===== src/rtl/param_accumulator_pkg.sv =====
// param_accumulator_pkg: mode constants and range-limit helpers shared by counters/accumulators
package param_accumulator_pkg;
    localparam bit WRAP = 1'b0;
    localparam bit SAT  = 1'b1;
    localparam bit UNS  = 1'b0;
    localparam bit SGN  = 1'b1;

    // Limits are returned sign-extended to 64 bits; callers keep the low width bits
    function automatic logic [63:0] max_val(input int width, input bit sgn);
        return sgn ? (64'd1 << (width - 1)) - 64'd1 : (width >= 64 ? '1 : (64'd1 << width) - 64'd1);
    endfunction

    function automatic logic [63:0] min_val(input int width, input bit sgn);
        return sgn ? ~64'd0 << (width - 1) : 64'd0;
    endfunction
endpackage


===== src/rtl/param_accumulator_addsub_sat.sv =====
// param_accumulator_addsub_sat: one-bit-wider add/subtract with overflow detection and optional clamp
module param_accumulator_addsub_sat
    import param_accumulator_pkg::*;
#(
    parameter int W = 8
) (
    input  logic [W-1:0] q,
    input  logic [W-1:0] d,
    input  logic         sub,
    input  logic         sgn,
    input  logic         sat,
    output logic [W-1:0] nq,
    output logic         ovf
);
    localparam logic [63:0] UMAX = max_val(W, UNS);
    localparam logic [63:0] UMIN = min_val(W, UNS);
    localparam logic [63:0] SMAX = max_val(W, SGN);
    localparam logic [63:0] SMIN = min_val(W, SGN);

    logic [W:0]   sum;
    logic         ovf_s;
    logic [W-1:0] lim;

    always_comb begin
        sum = sub ? {1'b0, q} - {1'b0, d} : {1'b0, q} + {1'b0, d};
        // Signed overflow flips the sign of Q when operand signs allow it; its direction follows Q's sign
        ovf_s = (q[W-1] ^ sum[W-1]) & (sub ? q[W-1] ^ d[W-1] : ~(q[W-1] ^ d[W-1]));
        ovf = sgn ? ovf_s : sum[W];
        lim = sgn ? (q[W-1] ? SMIN[W-1:0] : SMAX[W-1:0]) : (sub ? UMIN[W-1:0] : UMAX[W-1:0]);
        nq = ovf && sat ? lim : sum[W-1:0];
    end
endmodule


===== src/rtl/param_accumulator.sv =====
// param_accumulator: registered add/subtract accumulator with sticky overflow and operation counter
module param_accumulator
    import param_accumulator_pkg::*;
#(
    parameter int IN_W     = 4,
    parameter int ACC_W    = 8,
    parameter int SIGNED   = 0,
    parameter int SATURATE = 0,
    parameter int CNT_W    = 8
) (
    input  logic             C,
    input  logic             CLR,
    input  logic             CE,
    input  logic             SCLR,
    input  logic             LOAD,
    input  logic             SUB,
    input  logic [IN_W-1:0]  D,
    output logic [ACC_W-1:0] Q,
    output logic             OVF,
    output logic [CNT_W-1:0] N
);
    logic [ACC_W-1:0] dx;
    logic [ACC_W-1:0] nq;
    logic             ev;

    always_comb begin
        dx = {ACC_W{SIGNED != 0 && D[IN_W-1]}};
        dx[IN_W-1:0] = D;
    end

    param_accumulator_addsub_sat #(.W(ACC_W)) u_addsub (
        .q   (Q),
        .d   (dx),
        .sub (SUB),
        .sgn (SIGNED != 0),
        .sat (SATURATE != 0),
        .nq  (nq),
        .ovf (ev)
    );

    always_ff @(posedge C or posedge CLR) begin
        if (CLR) begin
            Q   <= '0;
            OVF <= 1'b0;
            N   <= '0;
        end else if (SCLR) begin
            Q   <= '0;
            OVF <= 1'b0;
            N   <= '0;
        end else if (LOAD) begin
            Q   <= dx;
            OVF <= 1'b0;
            N   <= '0;
        end else if (CE) begin
            Q   <= nq;
            OVF <= OVF | ev;
            N   <= N + 1'b1;
        end
    end
endmodule

===== config.mk =====
export PLATFORM = sky130hd
export DESIGN_NAME = param_accumulator
export DESIGN_NICKNAME = d
export VERILOG_FILES = /design/src/rtl/param_accumulator_pkg.sv /design/src/rtl/param_accumulator_addsub_sat.sv /design/src/rtl/param_accumulator.sv
export SDC_FILE = /design/constraint.sdc
export NUM_CORES = 1
export LEC_CHECK = 0
export ABC_CLOCK_PERIOD_IN_PS = 1900
export BUFFER_PORTS_ARGS = -buffer_cell sky130_fd_sc_hd__buf_2
export CAP_MARGIN = 15
export CORE_UTILIZATION = 35
export DETAILED_ROUTE_END_ITERATION = 6
export PLACE_DENSITY = 0.61
export SKIP_CTS_REPAIR_TIMING = 1
export SLEW_MARGIN = 20
export SYNTH_ARGS = -nofsm -noshare
export SYNTH_HDL_FRONTEND = slang
export SYNTH_SLANG_ARGS = --single-unit

===== constraint.sdc =====
create_clock -name C -period 1.9 [get_ports C]
set_input_delay 0.285 -clock C [delete_from_list [all_inputs] [get_ports C]]
set_output_delay 0.285 -clock C [all_outputs]
set_load 0.1 [all_outputs]

==> out/summary.txt, run 1 <==
First-pass GRT wire length - 5043 um
Number of different library cells in the post-synthesis netlist - 34
Slack of the critical path - -0.1184 ns
Leakage component of the power - 0.8683 nW
Slew Limit Fails - 0
Worst path bufs/invs - 1
Total number of nets in the final design - 203
Register clock-pin slew on the reported worst setup and hold paths - 0.10 ns
Diode count - 0
Kind of end point of the critical path - flop
Final worst path period need - 2.018 ns
Effective utilization at floorplan - 0.3641
Clk_lat worst skew - 0.29 ns
Highest-delay cell along the critical path - sky130_fd_sc_hd__or4_4
Share of Yosys cell area claimed by the top area cell type - 0.3502
Status - finished, violations left
Maximum capacitance violations - 0
Top cell family by delay on the critical path - simple AND/OR/NAND/NOR gates
Largest incremental delay on the critical path - 0.51 ns
Worst setup path category - input pin to flop
Mapped Cells - 133
CP cell instances - buf_8, nor3_4, ha_1, mux2i_1, ha_2, nand4_1, a21oi_1, and3b_2, or4_4, nand3_2
Worst VDD drop - 312.4 uV
Max Root-Sink Buffers - 2
CTS Buf Count - 3
Arrival time reported for the critical path endpoint - 2.25 ns
Worst Reg-to-Reg Cells - 6
Vias per inst - 5.155
Maximum number of pins on one net before global-route repair - 18
Cell type with the highest aggregate area in the netlist - sky130_fd_sc_hd__dfrtp_1
Share of the cycle needed by the critical path after routing - 1.062
Number of DRC markers after the initial detailed-route iteration - 36
Final Hold Viols - 0
Sort of element at the start of the critical path - input pin
Crit Path Max Fanout - 3
DPL Wire Length - 2373 um
Transition time at the pin with the least slew margin - 0.6441 ns
Cell row count - 21
Setup slack on the worst flop-to-flop path - -0.08 ns
Startpoint of the most critical register-to-register path - Q[5]
Part of the Yosys area used for sequential elements - 0.3502
Fillcell total - 318
Total standard cell area after synthesis - 1215 um^2
Boundary Pins - 27
Leading cell types in the layout, fill and taps excluded - sky130_fd_sc_hd__buf_2 (23), sky130_fd_sc_hd__buf_4 (21), sky130_fd_sc_hd__nor2_1 (18)
Relative slew margins - 0.5701
Required time of the worst setup path - 2.13 ns
Placed Cells incl. Taps - 220
Clk_skew - 0.01318 ns
Maximum level of the CTS H-tree - 1
I/O Buffers - 26
Yosys reg bits - 17
Number of antenna violations at the first check in global routing - 0
Setup crit start - D[1]
Final RePlAce weighted congestion - 0.8754
Floorplan die width - 60.92 um
Endpoint of the worst-slack reg-to-reg timing path - Q[7]
Final number of setup-violating endpoints - 2
Cell count along the critical path - 10
Worst setup endpoint - Q[7]
Residual antenna-violating net count after detailed routing - 0
Average footprint of a synthesized cell - 9.135 um^2
Power density of the placed cells - 624.8 nW/um^2
Setup repair after global routing missed its margin - yes
Nets in the synthesized netlist - 155
Y dimension of the die - 60.92 um
Global route total overflow - 0
Most common cell after layout, fill and taps aside - sky130_fd_sc_hd__buf_2
Clock tree root driver cell - sky130_fd_sc_hd__clkbuf_4
Core area - 3337 um^2
Vias post-DR - 1165
Min-delay worst type - input pin to asynchronous set/reset pin
Flip-flop and latch area - 445.4 um^2
Cells taking the most area after synthesis - sky130_fd_sc_hd__dfrtp_1 (35%), sky130_fd_sc_hd__ha_1 (11%), sky130_fd_sc_hd__nor2_1 (6.2%)
Count of non-filler cells in the finished layout - 226
GRT Overall Usage - 0.1859
Maximum clock frequency - 0.4954 GHz
Layout cells sized above 1 - 0.5167
Number of remaining DRC errors - 0
Final Util - 0.5339
CTS tree - done
Area taken by multi-input logic gates - 892.1 um^2
Total iterations of the first detailed-routing run - 4
Via count of the first global-routing pass - 1105
Wire per inst - 13.86 um
Area added between synthesis and finish - 46.65%
CTS sink count - 17
Warning count from the yosys run - 0
Violations in the final reports - setup timing
Die footprint - 3711 um^2
Final WL - 3133 um
## layer usage
layer	GRT usage	vias up	share of wire
li1	-	566	-
met1	0.2586	567	0.46
met2	0.2998	30	0.49
met3	0.01919	2	0.037
met4	0.06818	0	0.0070
met5	0	-	0
## cell families (layout without fill, tap and decap cells)
| group | Yosys count | in the layout | share of synthesized area |
|---|---|---|---|
| multiplexers | 5 | 5 | 0.04223 |
| buffers and inverters | 14 | 61 | 0.06179 |
| AND/OR/NAND/NOR | 50 | 50 | 0.2080 |
| adder cells (fa/ha/maj) | 12 | 12 | 0.1298 |
| XOR/XNOR | 11 | 11 | 0.07931 |
| AO/OA/AOI/OAI | 24 | 24 | 0.1287 |
| flip-flops | 17 | 17 | 0.3502 |
## stage by stage
step / area [um^2] / TNS (ns) / power, mW / setup WS, ns / hold WS, ns
floorplan: 1346 / -0.4501 / 0.7324 / -0.2381 / 0.2109
global placement: 1639 / -1.769 / 0.8670 / -0.3951 / 0.3930
detailed placement: 1639 / -2.011 / 0.8726 / -0.4385 / 0.3993
CTS: 1667 / -0.2741 / 1.066 / -0.1215 / 0.07102
global route: 1782 / -0.3227 / 1.184 / -0.1665 / 0.08846
finish: 1782 / -0.1854 / 1.113 / -0.1184 / 0.06383
## report_power, final
group	switching, mW	internal, mW	leakage (nW)	total [mW]
sequential	0.0188	0.382	0.219	0.401
clock	0.109	0.0781	0.0177	0.187
combinational	0.314	0.212	0.631	0.526
## how the worst min path moves through the flow
stage | depth (start not counted) | end | startpoint
after floorplan | 1 | N[0] | CLR
after global placement | 2 | Q[2] | CLR
after detailed placement | 2 | N[0] | CLR
after CTS | 2 | N[1] | CLR
after global routing | 2 | N[4] | CLR
final | 2 | Q[5] | CLR
## cell usage after synthesis
master and number:
sky130_fd_sc_hd__a211oi_1 3, sky130_fd_sc_hd__a21o_1 3, sky130_fd_sc_hd__a21o_2 1, sky130_fd_sc_hd__a21oi_1 10, sky130_fd_sc_hd__a221oi_1 1, sky130_fd_sc_hd__a311o_1 1
sky130_fd_sc_hd__a31o_2 1, sky130_fd_sc_hd__a31oi_1 2, sky130_fd_sc_hd__and3_1 2, sky130_fd_sc_hd__and3b_1 1, sky130_fd_sc_hd__and4_1 1, sky130_fd_sc_hd__buf_6 3
sky130_fd_sc_hd__clkbuf_1 1, sky130_fd_sc_hd__dfrtp_1 17, sky130_fd_sc_hd__fa_1 1, sky130_fd_sc_hd__ha_1 11, sky130_fd_sc_hd__inv_1 10, sky130_fd_sc_hd__mux2_2 1
sky130_fd_sc_hd__mux2i_1 4, sky130_fd_sc_hd__nand2_1 5, sky130_fd_sc_hd__nand2b_1 1, sky130_fd_sc_hd__nand3_1 5, sky130_fd_sc_hd__nand3b_1 1, sky130_fd_sc_hd__nand4_1 7
sky130_fd_sc_hd__nor2_1 20, sky130_fd_sc_hd__nor3_1 2, sky130_fd_sc_hd__nor4_1 1, sky130_fd_sc_hd__o21a_1 1, sky130_fd_sc_hd__o21ai_0 1, sky130_fd_sc_hd__or2_2 1
sky130_fd_sc_hd__or2_4 1, sky130_fd_sc_hd__or4_1 2, sky130_fd_sc_hd__xnor2_1 3, sky130_fd_sc_hd__xor2_1 8
## final cells by class
cell class              instances  share of cell area
inverters                      10             0.02247
flip-flops and latches         17              0.2500
repair buffers                 47              0.1791
well taps                      46             0.03230
clock inverters                 1            0.002809
clock buffers                   3             0.01264
multi-input cells             102              0.5007
## flip-flops by register name, indices dropped and copies added (netlist names)
name / cells
Q: 8
N: 8
OVF: 1
(Power assumes the default switching activity.)
==> run 2: changes to the inputs <==
Settings changed: ABC_CLOCK_PERIOD_IN_PS 1900 to 2000, PLACE_DENSITY 0.61 to 0.59.
Clock period 1.9 ns to 2 ns, I/O delays scaled along.
==> run 2 against run 1 <==
The flow still finishes with violations (setup timing). Critical endpoint unchanged. Cell count is 1.8% higher. Clock skew down 0.0096 ns. Routed wire length increased by 0.29%. Core utilization is 0.86 points lower. Clock power about the same. Setup slack improved by 0.087 ns. Worst hold slack better by 0.026 ns.
==> out/summary.txt, run 2 (synthesized netlist as in run 1, its figures left out) <==
Status - finished, violations left
Violations in the final reports - setup timing
Final RePlAce weighted congestion - 0.8167 (-6.7%)
Layout cells sized above 1 - 0.4837 (-0.03297)
Relative slew margins - 0.5501 (-0.02004)
Slack of the critical path - -0.03155 ns (+0.08682 ns)
Y dimension of the die - 60.92 um (unchanged)
Clk_skew - 0.003619 ns (-0.009559 ns)
Setup slack after placement - -0.3616 ns (+0.07690 ns)
Hold WS - 0.08948 ns (+0.02565 ns)
Largest regs - N (8), Q (8), OVF (1)
Total iterations of the first detailed-routing run - 5 (+1)
Diode count - 0 (unchanged)
Number of antenna violations at the first check in global routing - 0 (unchanged)
Maximum clock frequency - 0.4922 GHz
Vias post-DR - 1167 (+0.17%)
Setup repair after global routing missed its margin - yes
GRT Overall Usage - 0.1906 (+0.004745)
Effective utilization at floorplan - 0.3641 (unchanged)
Final worst path period need - 2.032 ns
Power density of the placed cells - 598.2 nW/um^2 (-4.3%)
Vias per inst - 5.074 (-1.6%)
Number of remaining DRC errors - 0 (unchanged)
Sort of element at the start of the critical path - input pin
Final WL - 3142 um (+0.29%)
Worst Reg-to-Reg Cells - 6 (unchanged)
Worst VDD drop - 393.6 uV (+26%)
Count of non-filler cells in the finished layout - 230 (+1.8%)
Floorplan die width - 60.92 um (unchanged)
Global route total overflow - 0 (unchanged)
Crit Path Max Fanout - 5 (+2)
Required time of the worst setup path - 2.23 ns (+0.10 ns)
Share of the cycle needed by the critical path after routing - 1.016
Die footprint - 3711 um^2 (unchanged)
Final Hold Viols - 0 (unchanged)
Endpoint of the worst-slack reg-to-reg timing path - Q[7]
First-pass GRT wire length - 5126 um (+1.6%)
Leakage component of the power - 0.8734 nW (+0.59%)
Register clock-pin slew on the reported worst setup and hold paths - 0.11 ns (about the same)
Worst setup path category - input pin to flop
Number of DRC markers after the initial detailed-route iteration - 41 (+14%)
Transition time at the pin with the least slew margin - 0.6741 ns (+0.03003 ns)
Clk_lat worst skew - 0.29 ns (about the same)
Via count of the first global-routing pass - 1118 (+1.2%)
Wire per inst - 13.66 um (-1.5%)
CTS Buf Count - 3 (unchanged)
Startpoint of the most critical register-to-register path - Q[2]
Leading cell types in the layout, fill and taps excluded - sky130_fd_sc_hd__buf_4 (25), sky130_fd_sc_hd__buf_2 (23), sky130_fd_sc_hd__nor2_1 (18)
Kind of end point of the critical path - flop
Placed Cells incl. Taps - 222 (+0.91%)
Maximum number of pins on one net before global-route repair - 18 (unchanged)
I/O Buffers - 26 (unchanged)
Total Negative Setup Slacks - -0.04639 ns (+0.1390 ns)
Residual antenna-violating net count after detailed routing - 0 (unchanged)
Most common cell after layout, fill and taps aside - sky130_fd_sc_hd__buf_4
Area added between synthesis and finish - 44.28%
Total number of nets in the final design - 207 (+2.0%)
Cell row count - 21 (unchanged)
Boundary Pins - 27 (unchanged)
DPL Wire Length - 2351 um (-0.92%)
Final Util - 0.5253 (-0.008624)
Maximum level of the CTS H-tree - 1 (unchanged)
Setup slack on the worst flop-to-flop path - 0.03 ns (+0.11 ns)
Min-delay worst type - input pin to asynchronous set/reset pin
Clock tree root driver cell - sky130_fd_sc_hd__clkbuf_4
Core area - 3337 um^2 (unchanged)
Maximum capacitance violations - 0 (unchanged)
Slew Limit Fails - 0 (unchanged)
Final number of setup-violating endpoints - 2 (unchanged)
CTS sink count - 17 (unchanged)
Arrival time reported for the critical path endpoint - 2.26 ns (about the same)
CTS tree - done
Max Root-Sink Buffers - 2 (unchanged)
[run 2: layout make-up]
class                   instances  area [um^2]
clock inverters                 1        5.005
well taps                      46        57.56
flip-flops and latches         17        442.9
multi-input cells             102        850.8
clock buffers                   3        22.52
fillers                       318         1584
inverters                      10        37.54
repair buffers                 51        336.6
[run 2: worst max path at each step]
stage,start,to,slack (ns),depth (start not counted)
after floorplan,D[0],Q[6],-0.16,9
after global placement,D[0],Q[6],-0.31,11
after detailed placement,D[1],Q[6],-0.36,10
after CTS,D[1],Q[6],-0.04,10
after global routing,D[2],Q[7],-0.09,11
final,D[1],Q[7],-0.03,11
[run 2: metal layers]
metal  vias up  GRT usage  routed length [um]
met5         -          0                   0
met4         0    0.05844                  19
met3         2    0.02559                  87
met1       569     0.2751                1561
li1        575          -                   -
met2        21     0.2967                1474
[run 2: worst max-delay path: stages]
cell and delay [ns]:
sky130_fd_sc_hd__buf_4 0.11, sky130_fd_sc_hd__inv_2 0.05, sky130_fd_sc_hd__ha_4 0.16, sky130_fd_sc_hd__a21oi_2 0.17, sky130_fd_sc_hd__inv_1 0.13, sky130_fd_sc_hd__ha_4 0.31
sky130_fd_sc_hd__nand4_1 0.09, sky130_fd_sc_hd__a21oi_1 0.12, sky130_fd_sc_hd__and3b_2 0.23, sky130_fd_sc_hd__or4_4 0.51, sky130_fd_sc_hd__nand3_2 0.08
[run 2: where the power goes]
group | internal, mW | switching, mW
sequential | 0.362 | 0.0166
clock | 0.0743 | 0.114
combinational | 0.196 | 0.285
total | 0.632 | 0.416
[run 2: through the flow]
stage / cell area [um^2] / total power, mW
2_1_floorplan: 1292 / 0.6809
5_1_grt: 1753 / 1.113
6_report: 1753 / 1.049
3_5_place_dp: 1600 / 0.8153
4_1_cts: 1628 / 1.006
3_3_place_gp: 1600 / 0.8082
